$ cat src/rtl/register_bank.sv
`timescale 1ns/1ps
`default_nettype none
// ============================================================================
// Module      : register_bank
// Description : 32x32 register file with two combinational read ports, one
//               write-back port and a pending-result scoreboard that raises
//               STALL. Define REGISTER_BANK_BYPASS_EN for same-cycle
//               write-through forwarding.
// Revision    : 1.0 - initial release
// ============================================================================
module register_bank #(
  parameter logic [31:0] SP_INIT = 32'h0000_0FFC
) (
  input  logic        CLK,
  input  logic        RESET,
  input  logic [4:0]  RR1,
  input  logic [4:0]  RR2,
  output logic [31:0] DATA1,
  output logic [31:0] DATA2,
  input  logic        REG_WRITE,
  input  logic [4:0]  WR,
  input  logic [31:0] WRITE_DATA,
  input  logic        ISSUE,
  input  logic [4:0]  ISSUE_RD,
  output logic        STALL,
  output logic [5:0]  PENDING_CNT
);

  localparam logic [4:0] C_SP_IDX = 5'd2;

  logic [31:0] regs_q [32];
  logic [31:0] regs_d [32];
  logic [31:0] pending_q;
  logic [31:0] pending_d;
  logic [5:0]  pending_cnt_q;
  logic [5:0]  pending_cnt_d;

  logic wr_en;
  logic issue_en;
  logic byp1;
  logic byp2;

  assign wr_en    = REG_WRITE && (WR != 5'd0);
  assign issue_en = ISSUE && (ISSUE_RD != 5'd0);

  always_comb begin
    regs_d = regs_q;
    if (wr_en) begin
      regs_d[WR] = WRITE_DATA;
    end
  end

  // Clear before set so an issue wins over a write-back to the same index.
  always_comb begin
    pending_d = pending_q;
    if (wr_en) begin
      pending_d[WR] = 1'b0;
    end
    if (issue_en) begin
      pending_d[ISSUE_RD] = 1'b1;
    end
    pending_d[0] = 1'b0;
    pending_cnt_d = 6'd0;
    for (int i = 1; i < 32; i++) begin
      pending_cnt_d = pending_cnt_d + 6'(pending_d[i]);
    end
  end

  always_ff @(posedge CLK or posedge RESET) begin
    if (RESET) begin
      for (int i = 0; i < 32; i++) begin
        regs_q[i] <= (5'(i) == C_SP_IDX) ? SP_INIT : 32'd0;
      end
      pending_q     <= 32'd0;
      pending_cnt_q <= 6'd0;
    end else begin
      regs_q        <= regs_d;
      pending_q     <= pending_d;
      pending_cnt_q <= pending_cnt_d;
    end
  end

`ifdef REGISTER_BANK_BYPASS_EN
  // Forwarding is suppressed while RESET holds the bank at its reset image.
  assign byp1 = wr_en && !RESET && (WR == RR1);
  assign byp2 = wr_en && !RESET && (WR == RR2);
`else
  assign byp1 = 1'b0;
  assign byp2 = 1'b0;
`endif

  always_comb begin
    DATA1 = 32'd0;
    DATA2 = 32'd0;
    if (RR1 != 5'd0) begin
      DATA1 = byp1 ? WRITE_DATA : regs_q[RR1];
    end
    if (RR2 != 5'd0) begin
      DATA2 = byp2 ? WRITE_DATA : regs_q[RR2];
    end
  end

  assign STALL       = (pending_q[RR1] && !byp1) || (pending_q[RR2] && !byp2);
  assign PENDING_CNT = pending_cnt_q;

endmodule
`default_nettype wire

$ cat config.mk
export PLATFORM = sky130hd
export DESIGN_NAME = register_bank
export DESIGN_NICKNAME = d
export VERILOG_FILES = /design/src/rtl/register_bank.sv
export SDC_FILE = /design/constraint.sdc
export NUM_CORES = 2
export LEC_CHECK = 0
export CORE_MARGIN = 2
export CORE_UTILIZATION = 65
export CTS_BUF_LIST = sky130_fd_sc_hd__clkbuf_8
export DETAILED_ROUTE_END_ITERATION = 6
export PLACE_DENSITY = 0.83
export REMOVE_ABC_BUFFERS = 1
export SETUP_SLACK_MARGIN = 0.02
export SYNTH_ARGS = -nofsm -noshare
export SYNTH_HDL_FRONTEND = slang
export SYNTH_SLANG_ARGS = --single-unit
$ cat constraint.sdc
create_clock -name CLK -period 40.5 [get_ports CLK]
set_input_delay 6.075 -clock CLK [delete_from_list [all_inputs] [get_ports CLK]]
set_output_delay 6.075 -clock CLK [all_outputs]
set_load 0.1 [all_outputs]
==> results.sh <==
export IMPL_p_leak_nw=26.9
export IMPL_firstDrtPassIters=7
export IMPL_power_switching_mw=1.13
export IMPL_fin_skew_ns=0.00610
export IMPL_cts_htree_levels=4
export IMPL_grt_pass1_vias=38900
export IMPL_post_cts_setup_buffer_count=0
export IMPL_insertion_delay_ns=0.85
export IMPL_stdcell_area_mm2=0.0620
export IMPL_grt_start_max_net_pins=201
export IMPL_synth_seq_cells=1061
export IMPL_grt_setup_unrepaired="false"
export IMPL_worst_pin_slew_ns=1.24
export IMPL_avgRoutedWirePerCell_um=33.1
export IMPL_arrival_ns=10.93
export IMPL_first_iter_violations=4125
export IMPL_regArea_mm2=0.0266
export IMPL_routed_via_density=7.41
export IMPL_synthCells=3656
export IMPL_clkTransAtPathRegs_ns=0.06
export IMPL_synthesis_area_mm2=0.0566
export IMPL_die_h_um=299
export IMPL_io_buffers=126
export IMPL_synth_edf_count=0
export IMPL_grt_pass1_wl_um=244000
export IMPL_max_cap_viol_count=0
export IMPL_p_int_mw=2.37
export IMPL_cts_buffer_depth=3
export IMPL_combPwrFrac=0.313
export IMPL_gr_usage_all_layers=0.370
export IMPL_postSynthAreaPerCell_um2=15.5
export IMPL_fp_dieW_um=299
export IMPL_drc=0
export IMPL_worstSetupPathType="in -> out"
export IMPL_yosysSeqAreaShare=0.469
export IMPL_synthArstFlopShare=1.00
export IMPL_core_area_mm2=0.0866
export IMPL_synthFlopType="dfrtp_1"
export IMPL_multiInputGateArea_mm2=0.0283
export IMPL_startpoint_type="primary input"
export IMPL_final_hold_viol_count=0
export IMPL_outcome="completed"
export IMPL_slew_viol_final=0
export IMPL_crit_chain="buf_8 -> buf_4 -> buf_4 -> mux4_2 -> mux2_2 -> a2111oi_0 -> a221oi_1 -> clkdlybuf4s50_1"
export IMPL_cts_buffers=173
export IMPL_antenna_found_initial=8
export IMPL_min_period_ns=17.01
export IMPL_critical_path_required_ns=34.42
export IMPL_slowest_stage="clkdlybuf4s50_1"
export IMPL_synthToLayoutAreaGrowth_pct=9.43
export IMPL_synthAdderAreaFrac=0.00968
export IMPL_ios=127
export IMPL_clock_sinks=1061
export IMPL_synthMuxAreaShare=0.431
export IMPL_cts_resized=0
export IMPL_synth_top_family_by_area="multiplexers"
export IMPL_setup_viol=0
export IMPL_cp_end_kind="output pin"
export IMPL_ctsHoldBuffers=0
export IMPL_p_seq_frac=0.410
export IMPL_worst_path_most_repeated_cell="buf_4"
export IMPL_cts_root_buf="clkbuf_8"
export IMPL_post_route_period_util=0.420
export IMPL_cts_tree="built"
export IMPL_crit_fanout=60
export IMPL_yosysUniqueCellTypes=52
export IMPL_gp_congestion=0.863
export IMPL_p_sw_frac=0.322
export IMPL_synth_simple_area_share=0.0170
export IMPL_drive_above_1_share=0.519
export IMPL_die_area_mm2=0.0895
export IMPL_synth_compound_area_share=0.0372
export IMPL_nFillCells=5383
export IMPL_ant_nets=0
export IMPL_power_frac_clock=0.277
export IMPL_nets=3696
export IMPL_vdd_drop_max_uv=359
export IMPL_clock_fmax_mhz=58.8
export IMPL_synthXorXnorAreaFrac=0.000464
export IMPL_start_util=0.654
export IMPL_cellPowerDensity_mw_per_mm2=56.4
export IMPL_slew_headroom=0.175
export IMPL_vias=36400
export IMPL_placed_area_mm2=0.0584
export IMPL_rows=108
export IMPL_max_stage_delay_ns=1.03
export IMPL_tns_ns=0
export IMPL_hpwlAfterDp_um=88000
export IMPL_grt_overflow=0
export IMPL_yosys_warnings=0
export IMPL_hold_path_class="reg -> reg"
export IMPL_drt_total_wl_um=162000
==> synthesized netlist by cell type, drive strengths merged, types with 3 or more instances <==
master | count | share of area
clkbuf | 234 | 0.016
nor2b | 68 | 0.0075
a22oi | 66 | 0.0087
a21oi | 7 | 0.00062
o21ai | 22 | 0.0019
and3b | 3 | 0.00046
inv | 43 | 0.0028
nand3b | 7 | 0.00093
nand3 | 9 | 0.00080
nand2b | 5 | 0.00055
ha | 7 | 0.0015
dfstp | 10 | 0.0046
o22ai | 36 | 0.0040
nor2 | 26 | 0.0017
buf | 185 | 0.017
a2111oi | 29 | 0.0056
mux4 | 529 | 0.21
a21o | 5 | 0.00066
dfrtp | 1051 | 0.46
a32o | 3 | 0.00053
nor3b | 6 | 0.00080
a211o | 32 | 0.0049
nor3 | 5 | 0.00044
xnor2 | 3 | 0.00046
mux2 | 1022 | 0.20
mux2i | 101 | 0.018
a22o | 5 | 0.00077
nand2 | 29 | 0.0019
or3 | 4 | 0.00044
a31oi | 33 | 0.0036
a221oi | 30 | 0.0046
fa | 23 | 0.0081
==> worst paths after layout <==
| check | from | to | slack (ns) | depth (start not counted) |
|---|---|---|---|---|
| min reg2reg | regs_q[1010] | regs_q[1010] | 0.39 | 0 |
| min in group asynchronous | RESET | regs_q[675] | 5.89 | 2 |
| max reg2reg | pending_q[26] | PENDING_CNT[4] | 35.15 | 19 |
| max | RR1[1] | DATA1[26] | 23.49 | 8 |
| max in group asynchronous | RESET | regs_q[674] | 31.02 | 5 |
| min | regs_q[1010] | regs_q[1010] | 0.39 | 0 |
==> power by group through the flow <==
| stage | clock [mW] | combinational [mW] | sequential [mW] |
|---|---|---|---|
| after global routing | 1.03 | 1.17 | 1.45 |
| after global placement | 0 | 1.05 | 1.41 |
| after floorplan | 0 | 0.829 | 1.41 |
| final | 0.968 | 1.10 | 1.43 |
| after detailed placement | 0 | 1.10 | 1.44 |
| after CTS | 0.975 | 1.10 | 1.42 |
==> cell type report <==
class,instances,area share
Antenna cell,5,0.000202
Clock buffer,226,0.0502
Clock inverter,87,0.00810
Inverter,43,0.00273
Multi-Input combinational cell,2133,0.456
Sequential cell,1061,0.429
Tap cell,1155,0.0233
Timing Repair Buffer,198,0.0305
==> state kept, by name, indices dropped and copies added, names as in the netlist <==
name / cells
PENDING_CNT: 6
pending_q: 31
regs_q: 1024
==> cell usage in the layout, fill, tap and decap left out, drive strengths merged, types with 32 or more instances in the layout <==
| cell | count |
|---|---|
| a211o | 32 |
| inv | 106 |
| dfrtp | 1051 |
| clkbuf | 226 |
| buf | 80 |
| mux4 | 529 |
| a31oi | 33 |
| a22oi | 66 |
| nor2b | 68 |
| o22ai | 36 |
| clkdlybuf4s50 | 118 |
| mux2 | 1022 |
| mux2i | 101 |
==> cell families after synthesis <==
kind of cell | count (synthesis)
and+or+nand+nor | 172
muxes | 1652
DFF | 1061
adders and majority gates | 30
xor gates and xnor gates | 3
AOI/OAI and AO/OA | 276
buffers and inverters | 462
==> critical path, delay by kind of cell <==
kind                   cells  cell delay (ns)
buffers and inverters      4             3.15
AO/OA/AOI/OAI              2             0.92
multiplexers               2             0.68
==> routing by layer <==
metal,up-vias,share of wire,wire length (um),global-route usage
li1,14100,-,-,-
met1,19400,0.37,60400,0.499
met2,2338,0.47,75800,0.560
met3,536,0.11,17900,0.107
met4,6,0.051,8280,0.184
met5,-,0.00019,31,0
==> per-stage QoR <==
step	utilization	worst slack (ns)	power (mW)	cells	hold slack [ns]
floorplan	-	4.58	2.24	3237	0.365
global placement	0.674	23.55	2.45	4590	0.377
detailed placement	0.674	23.56	2.54	4590	0.384
CTS	0.715	23.56	3.50	4903	0.396
global route	0.715	23.37	3.65	4905	0.409
finish	0.716	23.49	3.49	4908	0.395
(Power assumes the default switching activity.)
